--- config.mk ---
export PLATFORM = sky130hd
export DESIGN_NAME = hazard_fwd_ctrl
export DESIGN_NICKNAME = d
export VERILOG_FILES = /design/src/rtl/hazard_fwd_ctrl.sv
export SDC_FILE = /design/constraint.sdc
export NUM_CORES = 1
export LEC_CHECK = 0
export ABC_CLOCK_PERIOD_IN_PS = 2000
export CAP_MARGIN = 20
export CORE_MARGIN = 4
export CORE_UTILIZATION = 40
export DETAILED_ROUTE_END_ITERATION = 10
export GPL_TIMING_DRIVEN = 0
export PLACE_DENSITY_LB_ADDON = 0.1
export REMOVE_ABC_BUFFERS = 1
export SYNTH_ARGS = -nofsm -noshare
export SYNTH_HDL_FRONTEND = slang
export SYNTH_SLANG_ARGS = --single-unit
export TNS_END_PERCENT = 100
--- constraint.sdc ---
create_clock -name clk -period 2 [get_ports clk]
set_input_delay 0.4 -clock clk [delete_from_list [all_inputs] [get_ports clk]]
set_output_delay 0.4 -clock clk [all_outputs]
set_load 0.005 [all_outputs]
--- src/rtl/hazard_fwd_ctrl.sv ---
// hazard_fwd_ctrl: operand forwarding, load-use stall and redirect flush control
// for the decode stage. A DEPTH-entry shift register records the destination of
// every instruction that left decode; the operands of the decode instruction are
// matched against it to pick a forwarding source or raise a load-use stall.
//
// Ports:
//   clk, rst_n      core clock, synchronous active-low reset
//   dec_valid       dec_inst holds a real instruction
//   dec_inst        instruction in decode
//   redirect        X-stage taken branch/jump; decode is on the wrong path
//   dec_ready       decode may advance (combinational)
//   flush           kill the decode instruction (combinational)
//   fwd_a_sel       rs1 source: 0 = register file, k = result of entry k-1 (combinational)
//   fwd_b_sel       rs2 source, same encoding (combinational)
//   stall_cnt       cycles with dec_ready=0 (registered)
//   flush_cnt       cycles with flush=1 (registered)
module hazard_fwd_ctrl #(
  parameter int unsigned DEPTH    = 3,
  parameter int unsigned LOAD_LAT = 1,
  parameter int unsigned CNT_W    = 32,
  localparam int unsigned SEL_W   = $clog2(DEPTH + 1)
) (
  input  logic             clk,
  input  logic             rst_n,
  input  logic             dec_valid,
  input  logic [31:0]      dec_inst,
  input  logic             redirect,
  output logic             dec_ready,
  output logic             flush,
  output logic [SEL_W-1:0] fwd_a_sel,
  output logic [SEL_W-1:0] fwd_b_sel,
  output logic [CNT_W-1:0] stall_cnt,
  output logic [CNT_W-1:0] flush_cnt
);

  localparam int unsigned REG_W = 5;

  typedef struct packed {
    logic             valid;
    logic             wen;
    logic [REG_W-1:0] rd;
    logic             is_load;
  } trk_entry_t;

  trk_entry_t trk_q [DEPTH];
  trk_entry_t new_entry;

  logic [6:0]       opcode;
  logic [REG_W-1:0] dec_rd;
  logic [REG_W-1:0] dec_rs1;
  logic [REG_W-1:0] dec_rs2;
  logic             dec_wen;
  logic             dec_use_rs1;
  logic             dec_use_rs2;
  logic             dec_load;
  logic             dec_fire;
  logic             haz_a;
  logic             haz_b;
  logic [SEL_W-1:0] sel_a;
  logic [SEL_W-1:0] sel_b;
  logic             unused_inst_bits;

  assign opcode  = dec_inst[6:0];
  assign dec_rd  = dec_inst[11:7];
  assign dec_rs1 = dec_inst[19:15];
  assign dec_rs2 = dec_inst[24:20];

  // funct7 and the low funct3 bits do not affect hazard decisions
  assign unused_inst_bits = ^{dec_inst[31:25], dec_inst[13:12]};

  // Decode classification: which instructions write rd and read rs1/rs2
  always_comb begin
    dec_wen     = 1'b0;
    dec_use_rs1 = 1'b0;
    dec_use_rs2 = 1'b0;
    dec_load    = 1'b0;
    case (opcode)
      7'h37, 7'h17, 7'h6F: dec_wen = 1'b1;
      7'h67, 7'h13: begin
        dec_wen     = 1'b1;
        dec_use_rs1 = 1'b1;
      end
      7'h03: begin
        dec_wen     = 1'b1;
        dec_use_rs1 = 1'b1;
        dec_load    = 1'b1;
      end
      7'h33: begin
        dec_wen     = 1'b1;
        dec_use_rs1 = 1'b1;
        dec_use_rs2 = 1'b1;
      end
      // SYSTEM: funct3[2]=1 is the immediate CSR form, rs1 field is a uimm
      7'h73: begin
        dec_wen     = 1'b1;
        dec_use_rs1 = ~dec_inst[14];
      end
      7'h63, 7'h23: begin
        dec_use_rs1 = 1'b1;
        dec_use_rs2 = 1'b1;
      end
      default: ;
    endcase
  end

  function automatic logic entry_hit(input trk_entry_t e, input logic [REG_W-1:0] rs);
    return e.valid && e.wen && (e.rd == rs) && (e.rd != '0);
  endfunction

  // Scan oldest to youngest so the youngest (lowest index) match is the one that sticks
  always_comb begin
    haz_a = 1'b0;
    haz_b = 1'b0;
    sel_a = '0;
    sel_b = '0;
    for (int k = int'(DEPTH) - 1; k >= 0; k--) begin
      if (dec_use_rs1 && entry_hit(trk_q[k], dec_rs1)) begin
        haz_a = trk_q[k].is_load && (k < int'(LOAD_LAT));
        sel_a = haz_a ? '0 : SEL_W'(k + 1);
      end
      if (dec_use_rs2 && entry_hit(trk_q[k], dec_rs2)) begin
        haz_b = trk_q[k].is_load && (k < int'(LOAD_LAT));
        sel_b = haz_b ? '0 : SEL_W'(k + 1);
      end
    end
  end

  // Redirect overrides a pending stall: the wrong-path instruction is dropped instead
  assign flush     = redirect & dec_valid;
  assign dec_ready = ~(dec_valid & (haz_a | haz_b) & ~redirect);
  assign dec_fire  = dec_valid & dec_ready & ~flush;
  assign fwd_a_sel = sel_a;
  assign fwd_b_sel = sel_b;

  // Entry written into the tracker this cycle; a bubble unless decode really advances
  always_comb begin
    new_entry = '0;
    if (dec_fire) begin
      new_entry.valid   = 1'b1;
      new_entry.wen     = dec_wen;
      new_entry.rd      = dec_rd;
      new_entry.is_load = dec_load;
    end
  end

  // In-flight tracker shift and performance counters
  always_ff @(posedge clk) begin
    if (!rst_n) begin
      for (int k = 0; k < int'(DEPTH); k++) begin
        trk_q[k] <= '0;
      end
      stall_cnt <= '0;
      flush_cnt <= '0;
    end else begin
      trk_q[0] <= new_entry;
      for (int k = 1; k < int'(DEPTH); k++) begin
        trk_q[k] <= trk_q[k-1];
      end
      if (!dec_ready) begin
        stall_cnt <= stall_cnt + CNT_W'(1);
      end
      if (flush) begin
        flush_cnt <= flush_cnt + CNT_W'(1);
      end
    end
  end

endmodule
# After elaboration in Yosys (flattened, before gate mapping)
# Memory sizes are Yosys's and may differ from the RTL's.
# Cells that the tools add are included.
[classes]
n_addsub = 2
bitwise_logic = 13
n_reduce_logical = 27
n_eq_ne = 16
n_mux = 19
[ops]
columns = ["cell", "count"]
rows = [
  ["$add 32x1->32 const B", 2],
  ["$mux 8", 4],
  ["$eq 5x5->1", 6],
  ["$eq 7x7->1 const B", 4],
  ["$eq 7x6->1 const B", 3],
  ["$logic_and 1x1->1", 21],
  ["$reduce_bool 5->1", 3],
  ["$eq 7x5->1 const B", 2],
  ["$mux 2", 6],
  ["$mux 1", 8],
  ["$reduce_or 8->1", 1],
  ["$eq 7x2->1 const B", 1],
  ["$reduce_or 6->1", 1],
  ["$and 1x1->1", 5],
  ["$not 1->1", 4],
  ["$or 1x1->1", 4],
  ["$reduce_or 3->1", 1],
  ["$pmux 1 s2", 1],
]
[word_totals]
ff_bits = 64
n_memories = 1
inputBits = 36
ram_bits = 24
[mem_list]
columns = ["memory", "words", "width", "rd", "rd_ports_with_merged_regs", "write_ports", "line", "rtl"]
rows = [
  ["trk_q", 3, 8, 3, 0, 3, "45", "trk_entry_t trk_q [DEPTH];"],
]

# Depth between registers and ports, before layout
[logic_depth]
word_depth = 13
depth_mapped = 8
ltp_nobuf = 7

# Worst setup path after synthesis
# OpenSTA, ideal clock, no wires.
[synth_path]
path_type = "reg2out"
startpoint = "memory trk_q[0][2] (netlist bit)"
endpoint = "output fwd_b_sel[0]"
t_arrival_ps = 1693
stages_incl_launch_ff = 5
path_slack_ps = -93
path_buffers = 0
required_ps = 1600
cell_sequence = "dfxtp_1 > or4_1 > o211ai_2 > and4b_4 > o41ai_1"
[synth_rtl]
columns = ["item", "line", "rtl"]
rows = [
  ["start: declaration", "45", ""],
  ["end: declaration", "31", "output logic [SEL_W-1:0] fwd_b_sel,"],
]

==> flow_summary.toml <==
[run_status]
status = "complete, but fails checks"
violations = "negative setup slack"

[setup_path]
crit_arrival_ns = 2.84
cp-end-kind = "flop"
r2r_start = "trk_q[0][3]$_SDFF_PN0_"
regToRegSetupSlack_ns = -0.57
critical_path_class = "reg2reg"
cp.required_ns = 2.27
crit_path_max_fanout = 8
r2r-end = "stall_cnt[3]$_SDFFE_PN0P_"
reg2reg_depth = 13
start_kind = "flop"

[logic_synthesis]
netlist.area_leader.share = 0.4051
synth_common_cells = "dfxtp_1 (86), a21oi_1 (38), nor2_1 (38)"
ys_seq_elements = 86
synth_top_family_by_area = "simple AND/OR/NAND/NOR gates"
synth_area_mm2 = 0.004250
synth_warnings = 0
synth_edf_count = 0
synthFlopType = "dfxtp_1"
synth_compound_area_frac = 0.1325
synth_area_per_cell_um2 = 8.710
yosysMostFrequentCell = "dfxtp_1"
synthMuxAreaShare = 0.005004
synth_top_area_cell = "dfxtp_1"
synthXorXnorAreaFrac = 0.1175
synthAdderAreaFrac = 0.005888
synthArstFlopShare = 0
yosysUniqueCellTypes = 47
yosysSeqAreaShare = 0.4051
netlist_instances = 488
yosys-top-cells-area = "dfxtp_1 (41%), xor2_1 (6.6%), or4_1 (5.3%)"
yosys.area_share.simple = 0.2961

[placed_design]
place_congestion = 0.8095
post-dp-hpwl_mm = 7.568
dp_slack_ns = -1.149
portBuffers = 96

[sta]
fmax_ghz = 0.3892
setup_violations = 44
slew_viol_final = 0
rsz0062_at_grt = "yes"
period_share = 1.285
final_hold_viol_count = 0
tightest_slew_ns = 0.7345
finClkSkew_ns = 0.01312
slew_headroom = 0.5103
fin_ws_ns = -0.5692
fin_crit_ns = 2.569

[detailed_routing]
vias = 4220
wl_per_cell_um = 16.53
ant_nets = 0
vias_per_cell = 5.524
drt_iter0_markers = 156
drt_wl_total_mm = 12.63
drcViolationCount = 0
drt_first_pass_iters = 4

[clocking]
worstSkewPairLatency_ns = 0.36
hold_buffers = 0
htree_levels = 3
clk_pin_slew_worst_paths_ns = 0.09
cts_tree = "yes"
cts_buffers = 9
cts_sinks = 86
root_buffer = "clkbuf_8"
cts_max_path_buffers = 2

[grt]
grt.total_usage = 0.1949
grt_max_degree = 63
grt-ovfl-total = 0
antenna_found_initial = 3
grt_pass1_wl_mm = 20.16
grt_pass1_vias = 4067

[pwr]
p_leak_nw = 2.296
fin_total_pwr_mw = 3.143
cellPowerDensity_mw_per_mm2 = 478.5
ir_drop_mv = 0.3215

[hold_path]
holdPathEnd = "trk_q[0][6]$_SDFF_PN0_"
whs_path_depth = 3
hold_path.class = "in2reg"
hp-start = "dec_inst[1]"

[die]
core_area_mm2 = 0.01032
die_x_um = 111.1
start_util = 0.4117
design.portCount = 106
dieHeight_um = 111.1
fp.dieArea_mm2 = 0.01234
num_rows = 37

[run]
cap_violations = 0

[final_layout]
nets = 660
syn2layout_area_growth_pct = 54.52
layout-drive-gt1-share = 0.2616
n_fill_cell = 822
## what timing repair did
item | 4_1_cts | 5_1_grt
endpoints found under the setup margin | 78 | 54
pin swaps | 73 | 70
cloned | 5 | 0
gates resized for setup | 96 | 72
setup buffers | 32 | 17
## critical path, stage by stage (launching register included)
cell and delay (ns):
dfxtp_2 0.33, or4_4 0.54, o211ai_4 0.19, buf_6 0.13, nor4_4 0.05, buf_4 0.15, buf_6 0.12, buf_12 0.12
a21oi_4 0.22, buf_12 0.14, buf_8 0.11, buf_16 0.16, o31ai_4 0.08, a21oi_1 0.14
## state kept, by name, indices dropped and copies added, names as in the netlist
name,cells
trk_q,22
stall_cnt,32
flush_cnt,32
## through the flow
step                setup TNS [ns]  cells  area (µm²)  hold slack (ns)  utilization
CTS                         -17.55    750        6148           0.4766       0.5956
finish                      -18.49    764        6568           0.4245       0.6362
detailed placement          -53.30    697        5309           0.4526       0.5142
global route                -22.05    764        6568           0.4405       0.6362
global placement            -60.27    695        5254           0.4565       0.5089
floorplan                   -12.28    463        4123           0.4301            -
## how the worst max path moves through the flow
stage | from | to | slack (ns)
global route | trk_q[0][3]$_SDFF_PN0_ | stall_cnt[3]$_SDFFE_PN0P_ | -0.64
detailed placement | dec_valid | stall_cnt[8]$_SDFFE_PN0P_ | -1.15
global placement | dec_valid | stall_cnt[8]$_SDFFE_PN0P_ | -1.39
CTS | trk_q[0][3]$_SDFF_PN0_ | fwd_a_sel[1] | -0.57
floorplan | trk_q[0][2]$_SDFF_PN0_ | stall_cnt[10]$_SDFFE_PN0P_ | -0.40
finish | trk_q[0][3]$_SDFF_PN0_ | stall_cnt[3]$_SDFFE_PN0P_ | -0.57
## placed cells by master (no fill, tap or decap), types with 23 or more instances in the layout
master / Yosys / layout
xnor2_1: 25 / 24
buf_4: 0 / 27
xor2_1: 32 / 32
dfxtp_1: 86 / 76
a21oi_1: 38 / 27
nor2_1: 38 / 37
and2_1: 25 / 24
clkdlybuf4s50_1: 0 / 78
nand3_1: 28 / 25
or4_1: 30 / 23
nand2_1: 30 / 29
## logic make-up (layout without fill, tap and decap cells)
kind of cell             count (synthesis)  in the layout
multiplexers                             2              2
flip-flops                              86             86
other                                    0              1
AO/OA/AOI/OAI                           87             88
buffers and inverters                   34            172
AND/OR/NAND/NOR                        220            220
adder cells (fa/ha/maj)                  2              2
XOR/XNOR                                57             57
## cell type report
class	instances	area, µm²	share of cell area
Multi-Input combinational cell	369	2904	0.4422
Sequential cell	86	1739	0.2648
Timing Repair Buffer	147	1520	0.2315
Tap cell	136	170.2	0.02591
Clock buffer	12	165.2	0.02515
Inverter	9	36.28	0.005525
Clock inverter	4	30.03	0.004572
Antenna cell	1	2.502	0.0003810
## power by group
group	internal (mW)	leakage [nW]	total, mW	switching, mW
Combinational	0.0946	1.50	0.198	0.103
Clock	0.557	0.0986	1.22	0.659
Sequential	1.72	0.699	1.73	0.00986
## metal layers
layer | share of wire | global-route usage | up-vias
met4 | 0.017 | 0.06488 | 4
met1 | 0.45 | 0.2493 | 2036
li1 | - | - | 2054
met3 | 0.054 | 0.04858 | 23
met2 | 0.47 | 0.3220 | 103
met5 | 0.0021 | 0 | -
Power figures use the tool's default switching activity.
